==> src/rtl/ofdm_ml_pkg.sv <==
// Shared definitions for the ML preamble correlator: coefficient codes and
// output width derivation.
package ofdm_ml_pkg;

    localparam logic [1:0] ML_ZERO = 2'b00;
    localparam logic [1:0] ML_HALF = 2'b01;
    localparam logic [1:0] ML_ONE  = 2'b10;
    localparam logic [1:0] ML_NEG  = 2'b11;

    function automatic int ml_clog2(input int n);
        int r;
        r = 0;
        for (int v = n - 1; v > 0; v = v >> 1) begin
            r = r + 1;
        end
        return r;
    endfunction

    // Correlation width: sample, one bit for the negated minimum, one per tree level.
    function automatic int ml_ow(input int width, input int taps);
        return width + 1 + ml_clog2(taps);
    endfunction

endpackage

==> src/rtl/ml_tap_weight.sv <==
// One correlator tap: applies a 2-bit preamble code to a sample, producing a
// sign-extended product one bit wider than the sample.
module ml_tap_weight
    import ofdm_ml_pkg::*;
#(
    parameter int WIDTH = 17
) (
    input  logic [1:0]              code,
    input  logic signed [WIDTH-1:0] sample,
    output logic signed [WIDTH:0]   prod
);

    logic signed [WIDTH:0] ext;

    assign ext = {sample[WIDTH-1], sample};

    // The extra bit lets the most negative sample negate without overflow.
    always_comb begin
        prod = '0;
        case (code)
            ML_HALF: prod = ext >>> 1;
            ML_ONE:  prod = ext;
            ML_NEG:  prod = -ext;
            default: prod = '0;
        endcase
    end

endmodule

==> src/rtl/ml_corr_bank.sv <==
// Pipelined matched-filter correlator with running peak tracker, used for
// preamble timing synchronisation.
module ml_corr_bank
    import ofdm_ml_pkg::*;
#(
    parameter int WIDTH = 17,
    parameter int TAPS  = 16,
    parameter int IDXW  = 16
) (
    input  logic                                    CLK,
    input  logic                                    RST,
    input  logic signed [WIDTH-1:0]                 din,
    input  logic                                    din_valid,
    input  logic                                    coeff_we,
    input  logic [ml_clog2(TAPS)-1:0]               coeff_addr,
    input  logic [1:0]                              coeff_data,
    input  logic                                    clear,
    input  logic [ml_ow(WIDTH, TAPS)-2:0]           thr,
    output logic signed [ml_ow(WIDTH, TAPS)-1:0]    dout,
    output logic                                    dout_valid,
    output logic                                    peak_flag,
    output logic [IDXW-1:0]                         peak_idx
);

    localparam int LOG = ml_clog2(TAPS);
    localparam int OW  = ml_ow(WIDTH, TAPS);
    localparam int MW  = OW - 1;
    localparam int PW  = WIDTH + 1;
    localparam int FW  = LOG + 1;

    logic [1:0]              coeff    [TAPS];
    logic signed [WIDTH-1:0] dline    [TAPS];
    logic signed [PW-1:0]    prod     [TAPS];
    logic signed [OW-1:0]    prod_r   [TAPS];
    logic                    v_pipe   [LOG];
    logic [IDXW-1:0]         idx_pipe [LOG];

    logic [FW-1:0]        fill;
    logic [IDXW-1:0]      idx_cnt;
    logic                 win_v;
    logic [IDXW-1:0]      win_idx;
    logic                 accept;
    logic signed [OW-1:0] fin_a;
    logic signed [OW-1:0] fin_b;
    logic signed [OW-1:0] sum_fin;
    logic [MW-1:0]        mag;
    logic [MW-1:0]        max_mag;
    logic                 new_peak;

    assign accept = din_valid & ~clear;

    // Coefficients survive clear; only RST returns them to zero.
    always_ff @(posedge CLK) begin
        if (RST) begin
            for (int i = 0; i < TAPS; i++) coeff[i] <= ML_ZERO;
        end else if (coeff_we) begin
            coeff[coeff_addr] <= coeff_data;
        end
    end

    always_ff @(posedge CLK) begin
        if (RST || clear) begin
            for (int i = 0; i < TAPS; i++) dline[i] <= '0;
            fill    <= '0;
            idx_cnt <= '0;
            win_v   <= 1'b0;
            win_idx <= '0;
        end else begin
            win_v   <= accept && (fill >= FW'(TAPS - 1));
            win_idx <= idx_cnt;
            if (accept) begin
                dline[0] <= din;
                for (int i = 1; i < TAPS; i++) dline[i] <= dline[i-1];
                idx_cnt <= idx_cnt + 1'b1;
                if (fill != FW'(TAPS)) fill <= fill + 1'b1;
            end
        end
    end

    for (genvar g = 0; g < TAPS; g++) begin : g_tap
        ml_tap_weight #(.WIDTH(WIDTH)) u_weight (
            .code   (coeff[g]),
            .sample (dline[g]),
            .prod   (prod[g])
        );
    end

    always_ff @(posedge CLK) begin
        if (RST) begin
            for (int i = 0; i < TAPS; i++) prod_r[i] <= '0;
        end else begin
            for (int i = 0; i < TAPS; i++) prod_r[i] <= {{(OW-PW){prod[i][PW-1]}}, prod[i]};
        end
    end

    // Valid and index travel beside the data: stage 0 is weighting, stage k is tree level k-1.
    always_ff @(posedge CLK) begin
        if (RST || clear) begin
            for (int k = 0; k < LOG; k++) begin
                v_pipe[k]   <= 1'b0;
                idx_pipe[k] <= '0;
            end
        end else begin
            v_pipe[0]   <= win_v;
            idx_pipe[0] <= win_idx;
            for (int k = 1; k < LOG; k++) begin
                v_pipe[k]   <= v_pipe[k-1];
                idx_pipe[k] <= idx_pipe[k-1];
            end
        end
    end

    // All but the last tree level; the last one is the dout register itself.
    for (genvar l = 0; l < LOG - 1; l++) begin : g_lvl
        localparam int N = TAPS >> (l + 1);
        logic signed [OW-1:0] s [N];
        if (l == 0) begin : g_first
            always_ff @(posedge CLK) begin
                if (RST) begin
                    for (int j = 0; j < N; j++) s[j] <= '0;
                end else begin
                    for (int j = 0; j < N; j++) s[j] <= prod_r[2*j] + prod_r[2*j+1];
                end
            end
        end else begin : g_next
            always_ff @(posedge CLK) begin
                if (RST) begin
                    for (int j = 0; j < N; j++) s[j] <= '0;
                end else begin
                    for (int j = 0; j < N; j++) s[j] <= g_lvl[l-1].s[2*j] + g_lvl[l-1].s[2*j+1];
                end
            end
        end
    end

    if (LOG == 1) begin : g_fin_direct
        assign fin_a = prod_r[0];
        assign fin_b = prod_r[1];
    end else begin : g_fin_tree
        assign fin_a = g_lvl[LOG-2].s[0];
        assign fin_b = g_lvl[LOG-2].s[1];
    end

    // |sum| never exceeds TAPS * 2^(WIDTH-1), so it fits in OW-1 unsigned bits.
    assign sum_fin  = fin_a + fin_b;
    assign mag      = sum_fin[OW-1] ? MW'(-sum_fin) : MW'(sum_fin);
    assign new_peak = v_pipe[LOG-1] && (mag >= thr) && (mag > max_mag);

    always_ff @(posedge CLK) begin
        if (RST || clear) begin
            dout       <= '0;
            dout_valid <= 1'b0;
            peak_flag  <= 1'b0;
            peak_idx   <= '0;
            max_mag    <= '0;
        end else begin
            dout_valid <= v_pipe[LOG-1];
            peak_flag  <= new_peak;
            if (v_pipe[LOG-1]) dout <= sum_fin;
            if (new_peak) begin
                max_mag  <= mag;
                peak_idx <= idx_pipe[LOG-1];
            end
        end
    end

endmodule

==> config.mk <==
export PLATFORM = sky130hd
export DESIGN_NAME = ml_corr_bank
export DESIGN_NICKNAME = d
export VERILOG_FILES = /design/src/rtl/ofdm_ml_pkg.sv /design/src/rtl/ml_tap_weight.sv /design/src/rtl/ml_corr_bank.sv
export SDC_FILE = /design/constraint.sdc
export NUM_CORES = 2
export LEC_CHECK = 0
export CAP_MARGIN = 20
export CORE_MARGIN = 4
export CORE_UTILIZATION = 55
export DETAILED_ROUTE_END_ITERATION = 12
export PLACE_DENSITY_LB_ADDON = 0.3
export SYNTH_ARGS = -nofsm -noshare
export SYNTH_HDL_FRONTEND = slang
export SYNTH_SLANG_ARGS = --single-unit
==> constraint.sdc <==
create_clock -name CLK -period 15.7 [get_ports CLK]
set_input_delay 1.57 -clock CLK [delete_from_list [all_inputs] [get_ports CLK]]
set_output_delay 1.57 -clock CLK [all_outputs]
set_load 0.01 [all_outputs]
# Yosys cells after proc, flatten, opt, wreduce, memory -nomap -nowiden

Memory sizes are Yosys's and may differ from the RTL's. A register that Yosys moved wholly into a read port is not among the register bits.
Index checks and enable logic that the tools add are counted.

Add/subtract/negate cells: 34
$mul: 0
Div/mod/pow operators: 0
Order comparisons: 3
Equal/unequal tests: 49
Shift-type cells: 0
Muxes and demuxes: 86
Bitwise operators: 56
Reductions and logical operators: 6

Operator list:

| operator                | count |
|---|---|
| $pmux W18 S3            | 16 |
| $mux W22                | 30 |
| $add A22 B22 Y22        | 15 |
| $neg A17 Y18            | 16 |
| $mux W17                | 16 |
| $eq A2 B2 Y1 const B    | 32 |
| $mux W16                | 4 |
| $or A1 B1 Y1            | 54 |
| $eq A2 B1 Y1 const B    | 16 |
| $ge A21 B21 Y1          | 1 |
| $gt A21 B21 Y1          | 1 |
| $mux W21                | 1 |
| $neg A21 Y21            | 1 |
| $mux W1                 | 17 |
| $add A16 B1 Y16 const B | 1 |
| $add A5 B1 Y5 const B   | 1 |
| $ge A5 B4 Y1 const B    | 1 |
| $ne A5 B5 Y1 const B    | 1 |
| $mux W4                 | 1 |
| $logic_and A1 B1 Y1     | 3 |
| $mux W2                 | 1 |
| $reduce_and A2 Y1       | 1 |
| $reduce_or A2 Y1        | 1 |
| $and A1 B1 Y1           | 1 |
| 2 further kinds         | 2 |

Flip-flop bits (word level): 83
Bits in latches: 0
Memory bits (writable): 1032
Bits in read-only memories: 0
Bits of input ports: 49
Output and inout bits: 40
Word-level logic and storage cells: 250
Memories kept: 8

Memory list:

| name        | words | width | read ports | clocked after memory_dff | write ports | RTL line            | source |
|---|---|---|---|---|---|---|---|
| prod_r      | 16    | 22    | 16         | 0                        | 16          | ml_corr_bank.sv:34  | `logic signed [OW-1:0] prod_r [TAPS];` |
| dline       | 16    | 17    | 16         | 0                        | 16          | ml_corr_bank.sv:32  | `logic signed [WIDTH-1:0] dline [TAPS];` |
| g_lvl[0].s  | 8     | 22    | 8          | 0                        | 8           | ml_corr_bank.sv:116 | `logic signed [OW-1:0] s [N];` |
| g_lvl[1].s  | 4     | 22    | 4          | 0                        | 4           | ml_corr_bank.sv:116 |  |
| idx_pipe    | 4     | 16    | 4          | 1                        | 4           | ml_corr_bank.sv:36  | `logic [IDXW-1:0] idx_pipe [LOG];` |
| g_lvl[2].s  | 2     | 22    | 2          | 0                        | 2           | ml_corr_bank.sv:116 |  |
| +2 memories | -     | -     | -          | -                        | -           | -                   |  |

# Longest topological paths before layout

Depth after elaboration: 6
Gate-level depth with buffers: 24
Mapped depth without buffers: 23

# Modules after synthesis

A second synthesis with hierarchy kept.

Cells, all modules: 5770
Area total of the unflattened synthesis: 56331.5 sq um

By module, submodules not included:

| module        | times used | cells an instance | area each (sq um) |
|---|---|---|---|
| ml_corr_bank  | 1          | 4378              | 46101.7 |
| ml_tap_weight | 16         | 87                | 639.4 |

# Worst setup path after synthesis

Ideal clock, no wire load.

Path kind: input -> register
Start: in RST
End: mem dline[0][0] (enable)
Setup time: 0.623 ns
Data arrival time: 7.269 ns
Path slack: 7.809 ns
Stages on the path: 4
Path buffers: 1
Cell sequence: or2_2 clkbuf_1 nor2_1 inv_1

RTL lines:

| element         | RTL line           | source |
|---|---|---|
| start, declared | ml_corr_bank.sv:11 | `input logic RST,` |
| end, declared   | ml_corr_bank.sv:32 |  |

==> flow_summary.yaml <==
outcome:
  status: "completed"
clock_tree:
  cts_max_path_buffers: 3
  clock-sinks: 1067
  cts_tree: "yes"
  ctsHoldBuffers: 0
  cts-root-buf: "clkbuf_16"
  clock_latency_ns: 0.71
  clk_pin_slew_ns: 0.07
  cts_inserted_buffers: 109
  cts_resized: 0
  htreeDepth: 3
  cts_setup_buffers: 0
routing:
  first_pass_iters: 6
  routed_wl_um: 132000
  drcViolationCount: 0
  vias: 43075
  ant_nets: 0
  routed_via_density: 5.83
  dr.first_iter.drc_count: 3812
  routedWlPerCell_um: 17.8
sta:
  slew-limit-headroom: 0.206
  skew_ns: 0.0475
  fmax_mhz: 160
  worst_pin_slew_ns: 1.19
  finalSetupViolations: 0
  rsz0062_at_grt: "no"
  setup_ws_ns: 9.46
  hold_viol: 0
  drv_slew: 0
  finalCritPeriodShare: 0.398
  setup-tns-final_ns: 0
  fin_crit_ns: 6.24
critical_path:
  cp_max_fo: 24
  start_kind: "flip-flop"
  crit_top_cell: "nor2_1"
  critPathArrivalTime_ns: 6.86
  crit_buf_inv: 2
  required_ns: 16.32
  critPathKind: "reg2reg"
  critPathSlowestCell: "mux2i_1"
  crit_chain: "ha_1 -> a211oi_2 -> o21ai_1 -> nor3b_2 -> nor4_2 -> o31ai_1 -> mux2i_1 -> or2_1 -> nor2_1 -> xnor2_1 -> ha_1 -> nand4_1 -> nor2_1 -> a41oi_1 -> a21oi_1 -> a211o_1 -> a211oi_1 -> a211oi_4 -> buf_4 -> inv_1 -> nor2_1 -> a211oi_1"
  critPathTopFamily: "compound AO/OA/AOI/OAI gates"
  setup.worst_path.end_class: "flip-flop"
  critPathMaxStageDelay_ns: 0.57
cells_and_area:
  antenna_cells: 0
  drive_gt1_frac: 0.0605
  fin_cells: 7384
  num-nets-final: 6420
  fillers: 8189
  syn2layout_area_growth_pct: 10.5
die:
  num_rows: 115
  die_x_um: 324
  die_area_mm2: 0.105
  core_mm2: 0.0987
  start_util: 0.555
  ios: 89
  die_y_um: 324
logic_synthesis:
  yosys.area.top_type: "dfxtp_1"
  syn-instance-count: 6028
  synth_seq_cells: 1067
  ys_seq_area_frac: 0.445
  synth-edff-count: 304
  yosys_warnings: 0
  syn-num-nets: 6446
  yosys-top-cells-area: "dfxtp_1, edfxtp_1, ha_1"
  avgSynthCellArea_um2: 9.09
  synth_top_area_frac: 0.279
  ys_async_sr_fraction: 0
  netlist_area_mm2: 0.0548
  synthFlopType: "dfxtp_1"
  synth_cell_type_count: 82
placed_design:
  place_ws_ns: 9.51
  gp_congestion: 0.883
  dpl.hpwl_um: 93300
  portBuffers: 88
  placedCellCount: 7178
global_route:
  antenna_found_initial: 1
  grt_usage: 0.246
  grt_pass1_vias: 40104
  overflow: 0
  grt_pass1_wl_um: 211000
  grt_max_degree: 122
run:
  cap_violations: 0
power:
  power_per_cell_area_mw_per_mm2: 116
  p_leak_nw: 25.8
  peakVddDrop_v: 0.0000900
min_path:
  hold_class: "reg2reg"
==> power breakdown <==
part	internal [mW]	switching [mW]	total, mW
clock network	1.68	1.11	2.79
registers	2.98	0.110	3.09
logic	0.446	0.674	1.12
total	5.11	1.90	7.00
==> cell families after synthesis <==
group | Yosys count | share of synthesized area
XOR/XNOR | 261 | 0.0417
multiplexers | 116 | 0.0229
buffers and inverters | 565 | 0.0392
AND/OR/NAND/NOR | 2427 | 0.216
AO/OA/AOI/OAI | 1223 | 0.149
flip-flops | 1067 | 0.445
adder cells (fa/ha/maj) | 369 | 0.0863
==> flip-flops by register name (all words and copies together) (netlist names), 21 cells and up <==
signal and count:
prod_r 288, g_lvl.s 308, dline 272, idx_pipe 64
max_mag 21, dout 22, coeff 32
==> through the flow <==
stage | power (mW) | hold WS, ns | utilization | instance area (um2)
2_1_floorplan | 3.96 | 0.406 | - | 54800
4_1_cts | 7.03 | 0.414 | 0.614 | 60600
6_report | 7.00 | 0.416 | 0.614 | 60600
3_3_place_gp | 4.22 | 0.406 | 0.574 | 56600
5_1_grt | 7.31 | 0.428 | 0.614 | 60600
3_5_place_dp | 4.25 | 0.410 | 0.574 | 56600
==> worst reg2reg max path, stage by stage (launching register included) <==
cell and delay (ns):
dfxtp_1 0.32, ha_1 0.30, a211oi_2 0.36, o21ai_1 0.20, nor3b_2 0.22, nor4_2 0.41
o31ai_1 0.18, mux2i_1 0.57, or2_1 0.38, nor2_1 0.11, xnor2_1 0.42, ha_1 0.34
nand4_1 0.10, nor2_1 0.09, a41oi_1 0.20, a21oi_1 0.10, a211o_1 0.30, a211oi_1 0.33
a211oi_4 0.07, buf_4 0.27, inv_1 0.57, nor2_1 0.09, a211oi_1 0.24
==> worst paths after layout <==
kind | cells after the start | slack (ns) | from | end
max reg2reg | 22 | 9.46 | g_lvl[2].s[0][1] | max_mag[4]
max | 22 | 9.46 | g_lvl[2].s[0][1] | max_mag[4]
min reg2reg | 1 | 0.42 | win_idx[7] | idx_pipe[0][7]
min | 1 | 0.42 | win_idx[7] | idx_pipe[0][7]
==> placed cells by master, fill, tap and decap left out, types with 34 or more instances in the layout <==
cell type	netlist	layout
a211oi_1	40	39
a21o_1	104	104
a21oi_1	285	285
a22oi_1	34	34
a32oi_1	192	192
and2_1	189	189
and3_1	123	123
buf_4	2	40
clkbuf_16	0	114
clkdlybuf4s50_1	0	87
dfxtp_1	763	763
edfxtp_1	304	304
ha_1	354	354
inv_1	296	295
mux2_2	76	76
mux2i_1	40	40
nand2_1	379	378
nand2b_1	108	108
nand3_1	131	131
nand3b_1	38	38
nor2_1	908	907
nor2b_1	105	104
nor3_1	191	191
o21ai_0	263	263
or3_1	121	121
xnor2_1	135	135
xor2_1	126	126
==> cell usage after synthesis (22+ instances only) <==
cell and count:
a21oi_1 285, clkbuf_1 224, a32oi_1 192, nand3_1 131, or3_1 121, o21a_1 28, nand2b_1 108, o31ai_1 33
and3_1 123, inv_1 296, a211oi_1 40, o21ai_0 263, nor2b_1 105, mux2i_1 40, mux2_2 76, buf_1 33
o21ai_1 25, a31oi_1 24, and2_1 189, nand2_1 379, nand4_1 22, xnor2_1 135, ha_1 354, nand3b_1 38
nor2_1 908, a22oi_1 34, xor2_1 126, o211ai_1 26, nor3_1 191, edfxtp_1 304, a21o_1 104, dfxtp_1 763
==> routing by layer <==
layer  up-vias  share of wire  global-route usage  wire length, um
met2      1342           0.46               0.407            60600
met3       203          0.062              0.0345             8230
met4         0          0.025              0.0670             3330
met1     20248           0.45               0.340            59500
li1      21282              -                   -                -
met5         -              0                   0                0
==> area by class of cell <==
type | count | area (um2) | share of cell area
Clock inverter | 52 | 714 | 0.0118
Clock buffer | 154 | 3240 | 0.0535
Tap cell | 1287 | 1610 | 0.0266
Sequential cell | 1067 | 24400 | 0.403
Timing Repair Buffer | 129 | 1190 | 0.0196
Inverter | 299 | 1130 | 0.0187
Multi-Input combinational cell | 4396 | 28300 | 0.467
Note: power is estimated with default switching activity, not from simulation.
